--- config.mk ---
export PLATFORM = sky130hd
export DESIGN_NAME = fb_scan
export DESIGN_NICKNAME = d
export VERILOG_FILES = /design/src/rtl/fb_scan.sv
export SDC_FILE = /design/constraint.sdc
export NUM_CORES = 1
export LEC_CHECK = 0
export CORE_ASPECT_RATIO = 0.7
export CORE_MARGIN = 2
export CORE_UTILIZATION = 55
export CTS_CLUSTER_DIAMETER = 30
export DETAILED_ROUTE_END_ITERATION = 16
export PLACE_DENSITY_LB_ADDON = 0.05
export SETUP_SLACK_MARGIN = 0.5
export SKIP_LAST_GASP = 1
export SLEW_MARGIN = 20
export SYNTH_ARGS = -nofsm -noshare
export SYNTH_HDL_FRONTEND = slang
export SYNTH_SLANG_ARGS = --single-unit
export TNS_END_PERCENT = 30
--- constraint.sdc ---
create_clock -name clk -period 8.5 [get_ports clk]
set_input_delay 1.7 -clock clk [delete_from_list [all_inputs] [get_ports clk]]
set_output_delay 1.7 -clock clk [all_outputs]
set_load 0.05 [all_outputs]
--- src/rtl/fb_scan.sv ---
// fb_scan: raster frame-buffer scanner feeding a valid/ready pixel stream via a 2-entry FIFO.
// Build option FB_SCAN_GRAY_EN replaces the output pixel with its gray value {y,y,y}.
module fb_scan #(
    parameter int H_PIX   = 256,  // power of two, 2..1024
    parameter int V_LINES = 256   // 1..1024
) (
    input  logic        clk,
    input  logic        reset,
    input  logic        start,
    input  logic [19:0] fb_base,
    output logic        fb_ren,
    output logic [19:0] fb_a,
    input  logic [23:0] fb_q,
    output logic [23:0] pix_data,
    output logic        pix_valid,
    input  logic        pix_ready,
    output logic        pix_sof,
    output logic        pix_eol,
    output logic        pix_eof,
    output logic        busy,
    output logic        done
);

    localparam int            CW       = (H_PIX > 1) ? $clog2(H_PIX) : 1;
    localparam logic [CW-1:0] COL_LAST = CW'(H_PIX - 1);
    localparam logic [9:0]    ROW_LAST = 10'(V_LINES - 1);

    typedef enum logic [1:0] {IDLE, RUN, DRAIN} state_t;

    typedef struct packed {
        logic [23:0] rgb;
        logic        sof;
        logic        eol;
        logic        eof;
    } ent_t;

    state_t        state, state_nx;
    logic [19:0]   base_q;
    logic [CW-1:0] col;
    logic [9:0]    row;
    logic          last_col, last_pix;

    logic          rd_pend;
    logic [2:0]    pend_tag;
    ent_t          pend_ent;

    ent_t          fifo_mem [2];
    logic          wr_ptr, rd_ptr;
    logic [1:0]    count;
    ent_t          head;
    logic          pop, push, fifo_pop;
    logic [2:0]    occ;

    assign last_col = (col == COL_LAST);
    assign last_pix = last_col && (row == ROW_LAST);
    assign fb_a     = base_q + (20'(row) << CW) + 20'(col);

    // The returning read word acts as the FIFO's entry stage: it is visible on
    // the output the same cycle fb_q is valid, and is only written into the
    // storage if the sink does not take it right away.
    assign pend_ent  = '{rgb: fb_q, sof: pend_tag[2], eol: pend_tag[1], eof: pend_tag[0]};
    assign pix_valid = (count != 2'd0) || rd_pend;
    assign head      = (count != 2'd0) ? fifo_mem[rd_ptr] : (rd_pend ? pend_ent : '0);

    assign pop      = pix_valid && pix_ready;
    assign fifo_pop = pop && (count != 2'd0);
    assign push     = rd_pend && !(pop && count == 2'd0);
    assign occ      = {1'b0, count} + {2'b00, rd_pend} - {2'b00, pop};

    always_ff @(posedge clk or negedge reset) begin
        if (!reset) state <= IDLE;
        else        state <= state_nx;
    end

    always_comb begin
        state_nx = state;
        fb_ren   = 1'b0;
        busy     = 1'b0;
        case (state)
            IDLE: begin
                if (start) state_nx = RUN;
            end
            RUN: begin
                busy   = 1'b1;
                fb_ren = (occ < 3'd2);
                if (fb_ren && last_pix) state_nx = DRAIN;
            end
            DRAIN: begin
                busy = 1'b1;
                if (pop && head.eof) state_nx = IDLE;
            end
            default: state_nx = IDLE;
        endcase
    end

    always_ff @(posedge clk or negedge reset) begin
        if (!reset) begin
            base_q <= '0;
            col    <= '0;
            row    <= '0;
        end else if (state == IDLE && start) begin
            base_q <= fb_base;
            col    <= '0;
            row    <= '0;
        end else if (fb_ren) begin
            if (last_col) begin
                col <= '0;
                row <= row + 10'd1;
            end else begin
                col <= col + CW'(1);
            end
        end
    end

    // Flags are tagged at issue time and ride alongside the read data.
    always_ff @(posedge clk or negedge reset) begin
        if (!reset) begin
            rd_pend  <= 1'b0;
            pend_tag <= '0;
        end else begin
            rd_pend  <= fb_ren;
            pend_tag <= {(col == '0) && (row == '0), last_col, last_pix};
        end
    end

    always_ff @(posedge clk or negedge reset) begin
        if (!reset) begin
            fifo_mem[0] <= '0;
            fifo_mem[1] <= '0;
            wr_ptr      <= 1'b0;
            rd_ptr      <= 1'b0;
            count       <= '0;
        end else begin
            if (push) begin
                fifo_mem[wr_ptr] <= pend_ent;
                wr_ptr           <= ~wr_ptr;
            end
            if (fifo_pop) rd_ptr <= ~rd_ptr;
            count <= count + {1'b0, push} - {1'b0, fifo_pop};
        end
    end

    always_ff @(posedge clk or negedge reset) begin
        if (!reset) done <= 1'b0;
        else        done <= (state == DRAIN) && pop && head.eof;
    end

    assign pix_sof = head.sof;
    assign pix_eol = head.eol;
    assign pix_eof = head.eof;

`ifdef FB_SCAN_GRAY_EN
    logic [9:0] luma;
    assign luma     = 10'(head.rgb[23:16]) + {1'b0, head.rgb[15:8], 1'b0} + 10'(head.rgb[7:0]);
    assign pix_data = {3{luma[9:2]}};
`else
    assign pix_data = head.rgb;
`endif

endmodule

## Yosys cells after proc, flatten, opt, wreduce, memory -nomap -nowiden

Cells that the tools add are included.

- Add/subtract/negate cells: 8
- $lt $le $gt $ge: 4
- Equal/unequal tests: 7
- Muxes and demuxes: 20
- Bitwise logic cells: 4
- Reductions and logical operators: 24

Operators with widths:

| cell | number |
|---|---|
| $mux 27 | 6 |
| $bwmux 54 | 1 |
| $mux 10 | 3 |
| $demux 27 s1 | 1 |
| $mux 8 | 3 |
| $add 20x18->20 | 1 |
| $add 20x8->20 | 1 |
| $logic_and 1x1->1 | 12 |
| $add 10x1->10 const B | 1 |
| $eq 10x8->1 const B | 1 |
| $logic_not 10->1 | 1 |
| $add 8x1->8 const B | 1 |
| $eq 8x8->1 const B | 1 |
| $logic_not 8->1 | 1 |
| $mux 2 | 3 |
| $ne 2x2->1 const B | 3 |
| $pmux 2 s3 | 1 |
| $reduce_bool 2->1 | 3 |
| $ge 2x2->1 const B | 2 |
| $logic_not 2->1 | 2 |
| $not 1->2 | 2 |
| $add 2x1->3 | 1 |
| $lt 3x2->1 const B | 1 |
| $reduce_and 3->1 | 1 |
| other kinds (12) | 14 |

- Register bits: 103
- Bits of input ports: 48
- Word-level logic and storage cells: 85

## Depth between registers and ports, before layout

Gate-level depths: netlist of run 1.

- Depth after elaboration: 8
- Mapped depth: 13

## Worst setup path before layout of run 1

No wires, ideal clock.

- Path type: in2out
- Start: input port pix_ready
- End: output port fb_ren
- Arrival time: 3368 ps
- Required time: 6800 ps
- Slack: 3432 ps
- Stages on the path: 7
- Path buffers: 0
- Cells stage by stage: and2_1 > ha_1 > nand2b_1 > fa_1 > xnor2_2 > nand3_4 > inv_1

- Cells in the longest elaborated chain, start to end: 4

RTL lines:

| item | RTL line | RTL |
|---|---|---|
| start, declared | 16 | `input logic pix_ready,` |
| $logic_and 1x1->1 | 65 | `assign pop = pix_valid && pix_ready;` |
| $sub 3x1->3 | 68 | `assign occ = {1'b0, count} + {2'b00, rd_pend} - {2'b00, pop};` |
| $lt 3x2->1 | 85 | `fb_ren = (occ < 3'd2);` |
| $mux 1 | 79 | `case (state)` |
| end, declared | 11 | `output logic fb_ren,` |

Every way passes these cells.

## Worst setup path after layout of run 1

Ends and elaborated chain as after synthesis.

==> results of run 1 <==
[cells by family after synthesis]
kind of cell             count (synthesis)
buffers and inverters                   41
adder cells (fa/ha/maj)                 31
AND/OR/NAND/NOR                        135
multiplexers                           105
XOR/XNOR                                33
flip-flops                             103
AO/OA/AOI/OAI                           93
[flip-flops by register name (all words and copies together) (netlist names)]
signal,flops
pend_tag,3
base_q,20
state,2
col,8
count,2
row,10
fifo_mem,54
rd_pend,1
done,1
rd_ptr,1
wr_ptr,1
[synthesized netlist by cell type (3+ instances only)]
master	count
or3_1	4
clkbuf_1	12
nand2_1	25
and2_1	3
nand3_1	33
xnor2_1	18
buf_4	4
o21ai_0	42
inv_1	19
o21a_1	4
mux2i_1	28
a21o_1	3
mux2_2	77
ha_1	29
a21oi_1	26
nor3_1	10
o211ai_1	3
xor2_1	14
nand4_1	10
a21boi_0	3
nand2b_1	3
nor2_1	30
dfrtp_1	103
nor4_1	5
buf_2	5
[area by class of cell]
class	instances	share of cell area, %
multi-input combinational	397	42.7
sequential	103	35.9
timing repair buffer	102	14.2
clock buffer	12	3.43
tap	132	2.30
inverter	19	0.993
clock inverter	4	0.435
[path summary, 6_finish.rpt]
| path | start | endpoint | cells after the start |
|---|---|---|---|
| max | pix_ready | fb_ren | 9 |
| min | fifo_mem[16]$_DFFE_PN0P_ | fifo_mem[16]$_DFFE_PN0P_ | 1 |
| max reg2reg | rd_pend$_DFF_PN0_ | row[5]$_DFFE_PN0P_ | 13 |
| min reg2reg | fifo_mem[16]$_DFFE_PN0P_ | fifo_mem[16]$_DFFE_PN0P_ | 1 |
| max in group asynchronous | reset | rd_ptr$_DFFE_PN0P_ | 2 |
| min in group asynchronous | reset | base_q[3]$_DFFE_PN0P_ | 1 |
[metal layers]
metal / up-vias / GRT usage, % / part of all wire (%)
met2: 115 / 35.1 / 45
met3: 10 / 5.24 / 4.9
met4: 0 / 5.31 / 0.95
met1: 2155 / 34.8 / 49
met5: - / 0 / 0
li1: 2123 / - / -
[power by group through the flow]
| stage | Combinational [mW] | Sequential, mW | Clock [mW] |
|---|---|---|---|
| 2_1_floorplan | 1.27 | 0.771 | 0 |
| 3_3_place_gp | 1.65 | 0.829 | 0 |
| 3_5_place_dp | 1.69 | 0.843 | 0 |
| 4_1_cts | 1.70 | 0.835 | 0.396 |
| 5_1_grt | 1.81 | 0.863 | 0.415 |
| 6_report | 1.70 | 0.835 | 0.386 |
[stage by stage]
step / setup WS (ps) / power (mW)
floorplan: 3430 / 2.04
global placement: 2230 / 2.48
detailed placement: 2170 / 2.54
CTS: 2160 / 2.93
global route: 2010 / 3.08
finish: 2160 / 2.92
==> impl_results.md, run 1 <==
- Final Skew: 7.25 ps
- Largest net degree at the start of global routing: 57
- Setup Buffers After CTS: 0
- Startpoint types: input pin
- Sw Share: 46.8%
- Max Cap Viol: 0
- Max Slew Vio Count: 0
- Post-synthesis adder-cell area fraction: 6.92%
- Relative slew slack: 40.2%
- Routed WL: 13000 um
- Total gr overflow: 0
- Design Area, Final: 0.00718 mm^2
- Post-synthesis mux area share: 19.7%
- Worst min-delay path category: flop to flop
- Ports: 99
- Crit-path max cell delay: 870 ps
- Clk buf depth: 2
- Worst-margin pin slew: 897 ps
- Clk sink count: 103
- Ant. Diodes: 0
- Placed cells: 752
- Unrepaired setup endpoints after global routing: false
- Routability congestion estimate from global placement: 0.901
- Critical path peak fanout: 10
- Die Width: 127 um
- Initial antenna violation count: 0
- Crit path capture type: output port
- Most common cell after layout, fill and taps aside: dfrtp_1
- Worst Path Buf+Inv: 3
- Mean post-synth cell area: 10.8 um^2
- Leakage power: 3.08 nW
- Antenna violation net count after detailed routing: 0
- CP Class: input pin to output port
- Post-synth ARST share: 100%
- Residual DRC: 0
- Maximum vdd drop: 0.331 mV
- Yosys reg bits: 103
- Site Rows: 31
- Placed Area: 0.00689 mm^2
- CTS root buffer: clkbuf_16
- Arrival time worst endpoint: 4640 ps
- Yosys warns: 0
- Synth Area in Simple Gates: 11.7%
- Number of flops mapped to enable cells by yosys: 0
- Max Clock Freq: 0.158 GHz
- Cell area power density: 407 mW/mm^2
- Routed wire per std cell: 16.9 um
- Post-layout min period: 6340 ps
- First-pass GRT wire length: 21400 um
- Biggest area consumer among synthesized cells: dfrtp_1
- Hpwl dp: 9090 um
- Starting DRT DRC Count: 311
- Part of the cycle the worst path needs: 74.6%
- Most common cell on crit path: clkdlybuf4s50_1
- Setup_tns: 0 ps
- NetSw: 1.37 mW
- Number of global-route vias before repair: 4347
- Ranking of synthesized cells by area: dfrtp_1 (44%), mux2_2 (15%), ha_1 (6.2%)
- Outcome: finished clean
- Filler Cells Inserted: 775
- CP top delay family: buffers and inverters
- Flop-to-flop setup slack: 5150 ps
- Clock transition at the registers of the reported paths: 60 ps
- Post-Synth XOR/XNOR Area: 5.09%
- Hold slack final: 505 ps
- Area of the multi-input gates: 0.00307 mm^2
- Largest family of logic cells by synthesized area: multiplexers
- Most common flop cell mapped by yosys: dfrtp_1
- Post-synthesis cell count: 541
- Layout cells sized above 1: 16.5%
- Die area: 0.0114 mm^2
- Synthesized Nets: 620
- Clock power frac: 13.2%
- Final setup viols: 0
- Synth-to-Final Area Change: 23.4%
- CTS Hold Bufs: 0
- Critical-path top delay cell: clkdlybuf4s50_1
- Worst skew pair latency: 350 ps
- Vert. Die Dim: 90.1 um
- Drt first pass iters: 5
- FF/Latch Area: 0.00258 mm^2
- Post-synth top area share: 44.3%
- CP required: 6800 ps
- CTS HTree Levels: 3
- Comb pwr share: 58.2%
- Sequential-to-total area share from yosys stat: 44.3%
- Synth Area in Compound Gates: 9.28%
- Netlist cell types: 48
- Worst path cell trace: clkdlybuf4s50_1 -> and2_1 -> ha_1 -> nand2b_1 -> fa_1 -> xnor2_2 -> nand3_4 -> inv_1 -> clkdlybuf4s50_1
- Post_cts resized: 0
- Final Hold Fails: 0
- Initial Util: 56.5%
- TritonCTS clock tree: yes
- Core ar.: 0.0103 mm^2
- Via count: 4403
- Commonest cells after routing, fill and taps aside: dfrtp_1 (102), clkdlybuf4s50_1 (97), mux2_2 (77)
- PortBufs: 98
- Synthesized area: 0.00582 mm^2
- Num CTS Buffers: 9
- Final Instance Count excl. Fillers: 769
- Core Util, Final: 69.6%
- Internal power: 1.55 mW
- Sequential power share: 28.6%
- Nets: 711
- Gr usage total: 23.4%
- Routed vias/inst: 5.73
(Power assumes the default switching activity.)
==> run 2, diff against run 1 <==
--- a/config.mk
+++ b/config.mk
@@ -7,7 +7,7 @@
 export LEC_CHECK = 0
 export CORE_ASPECT_RATIO = 0.7
 export CORE_MARGIN = 2
-export CORE_UTILIZATION = 55
+export CORE_UTILIZATION = 49
 export CTS_CLUSTER_DIAMETER = 30
 export DETAILED_ROUTE_END_ITERATION = 16
 export PLACE_DENSITY_LB_ADDON = 0.05
==> constraint.sdc (replaced) <==
create_clock -name clk -period 5.7 [get_ports clk]
set_input_delay 1.14 -clock clk [delete_from_list [all_inputs] [get_ports clk]]
set_output_delay 1.14 -clock clk [all_outputs]
set_load 0.05 [all_outputs]
==> run 2 against run 1 <==
First-iteration DRC count is 16% lower; worst hold slack worse by 0.55 ps; global-route usage is 2.3 points lower; clock-buffer cell count is 1 lower; design area is 0.99% higher; sequential share of layout area is 0.35 points lower.
==> impl_results.md, run 2 (synthesized netlist as in run 1, its figures left out) <==
- Flop-to-flop setup slack: 2490 ps (was 5150 ps)
- Layout cells sized above 1: 16.8% (was 16.5%)
- Routed vias/inst: 5.50 (was 5.73)
- CTS root buffer: clkbuf_16 (unchanged)
- Biggest registers after layout: fifo_mem (54), base_q (20), row (10) (unchanged)
- Maximum vdd drop: 0.398 mV (was 0.331 mV)
- Final Instance Count excl. Fillers: 795 (was 769)
- Hold Crit Depth: 1 (unchanged)
- Max Cap Viol: 0 (unchanged)
- Arrival time worst endpoint: 3790 ps (was 4640 ps)
- Gr usage total: 21.1% (was 23.4%)
- Clk sink count: 103 (unchanged)
- Ports: 99 (unchanged)
- Most common cell after layout, fill and taps aside: dfrtp_1 (unchanged)
- Max FFs per register: 54 (unchanged)
- Worst Hold Path EP: fifo_mem[17]$_DFFE_PN0P_ (was fifo_mem[16]$_DFFE_PN0P_)
- Antenna violation net count after detailed routing: 0 (unchanged)
- CP Class: input pin to output port (unchanged)
- Ant. Diodes: 0 (unchanged)
- Design Area, Final: 0.00726 mm^2 (was 0.00718 mm^2)
- Number of global-route vias before repair: 4234 (was 4347)
- Starting DRT DRC Count: 261 (was 311)
- Max Slew Vio Count: 0 (unchanged)
- Site Rows: 33 (was 31)
- CP required: 4560 ps (was 6800 ps)
- PortBufs: 98 (unchanged)
- Largest Register: fifo_mem (unchanged)
- Drt first pass iters: 4 (was 5)
- Setup Buffers After CTS: 0 (unchanged)
- Die area: 0.0128 mm^2 (was 0.0114 mm^2)
- Synth-to-Final Area Change: 24.6% (was 23.4%)
- Residual DRC: 0 (unchanged)
- Routed WL: 13000 um (about the same)
- Part of the cycle the worst path needs: 86.5%
- Startpoint types: input pin (unchanged)
- HP Start: fifo_mem[17]$_DFFE_PN0P_ (was fifo_mem[16]$_DFFE_PN0P_)
- Unrepaired setup endpoints after global routing: false (unchanged)
- Hold slack final: 505 ps (about the same)
- Post-layout min period: 4930 ps
- Critical path peak fanout: 10 (unchanged)
- Final setup viols: 0 (unchanged)
- Worst min-delay path category: flop to flop (unchanged)
- CP Launch Point: pix_ready (unchanged)
- Clk buf depth: 2 (unchanged)
- Final worst setup slack: 772 ps (was 2160 ps)
- Filler Cells Inserted: 965 (was 775)
- Max Clock Freq: 0.203 GHz
- Outcome: finished clean (unchanged)
- Leakage power: 3.12 nW (was 3.08 nW)
- R2r endpoint: row[7]$_DFFE_PN0P_ (was row[5]$_DFFE_PN0P_)
- CTS HTree Levels: 3 (unchanged)
- Clock transition at the registers of the reported paths: 60 ps (about the same)
- Worst-margin pin slew: 980 ps (was 897 ps)
- Critical R2R Launch: count[1]$_DFF_PN0_ (was rd_pend$_DFF_PN0_)
- Vert. Die Dim: 95.2 um (was 90.1 um)
- Core Util, Final: 62.3% (was 69.6%)
- Crit path capture type: output port (unchanged)
- Initial antenna violation count: 0 (unchanged)
- Core ar.: 0.0116 mm^2 (was 0.0103 mm^2)
- Die Width: 134 um (was 127 um)
- Worst reg-to-reg path cell count: 12 (was 13)
- Final Skew: 7.78 ps (was 7.25 ps)
- Relative slew slack: 34.6% (was 40.2%)
- Placed Area: 0.00693 mm^2 (was 0.00689 mm^2)
- Hpwl dp: 9070 um (was 9090 um)
- Nets: 712 (was 711)
- Routability congestion estimate from global placement: 0.895 (was 0.901)
- Setup_tns: 0 ps (unchanged)
- Initial Util: 50.0% (was 56.5%)
- Placed cells: 779 (was 752)
- Largest net degree at the start of global routing: 60 (was 57)
- First-pass GRT wire length: 21200 um (was 21400 um)
- Commonest cells after routing, fill and taps aside: dfrtp_1 (102), clkdlybuf4s50_1 (96), mux2_2 (77) (was dfrtp_1 (102), clkdlybuf4s50_1 (97), mux2_2 (77))
- Num CTS Buffers: 9 (unchanged)
- Routed wire per std cell: 16.4 um (was 16.9 um)
- Final Hold Fails: 0 (unchanged)
- Worst skew pair latency: 350 ps (about the same)
- Via count: 4369 (was 4403)
- Total gr overflow: 0 (unchanged)
- TritonCTS clock tree: yes (unchanged)
- Power Total: 4.43 mW (was 2.92 mW)
- Cell area power density: 610 mW/mm^2 (was 407 mW/mm^2)
- Pre-CTS setup slack: 478 ps (was 2170 ps)
run 2: cell types whose count changed in the layout (fill, tap and decap cells not counted), sizes merged:
cell,change
bufinv,+2
clkdlybuf4s50,-1
clkbuf,-1
dlygate4sd2,+1
buf,+1
clkinv,+1
clkinvlp,-2
run 2: routing by layer:
| metal | vias to the layer above | GRT usage [%] | share of wire (%) |
|---|---|---|---|
| li1 | 2123 | - | - |
| met4 | 0 | 4.56 | 0.78 |
| met5 | - | 0 | 0 |
| met1 | 2134 | 31.5 | 51 |
| met3 | 8 | 4.31 | 4.6 |
| met2 | 104 | 31.8 | 43 |
run 2: critical path, cell delays in order:
cell and delay, ps:
clkdlybuf4s50_1 480, and2_1 170, ha_1 250, nand2b_1 150, fa_1 420, xnor2_2 200, nand3_4 160, inv_1 230
dlygate4sd2_1 570
run 2: repair_timing:
item	CTS	global route
hold buffers	0	0
setup endpoints to repair	1	0
gates resized for setup	1	0
run 2: layout make-up:
| type | instances | area (um^2) | area share [%] |
|---|---|---|---|
| Multi-Input combinational cell | 397 | 3070 | 42.3 |
| Sequential cell | 103 | 2580 | 35.5 |
| Timing Repair Buffer | 103 | 1010 | 14.0 |
| Clock buffer | 11 | 243 | 3.35 |
| Tap cell | 157 | 196 | 2.71 |
| Clock inverter | 5 | 81.3 | 1.12 |
| Inverter | 19 | 71.3 | 0.983 |
run 2: worst max path at each step:
stage	to	slack, ps
after floorplan	fb_ren	1560
after global routing	fb_ren	640
final	fb_ren	770
after CTS	fb_ren	760
after detailed placement	fb_ren	480
after global placement	fb_ren	530
run 2: power breakdown:
part	total [mW]	internal, mW	switching (mW)
sequential	1.24	1.01	0.228
clock	0.669	0.397	0.271
combinational	2.52	0.985	1.53
total	4.43	2.39	2.03
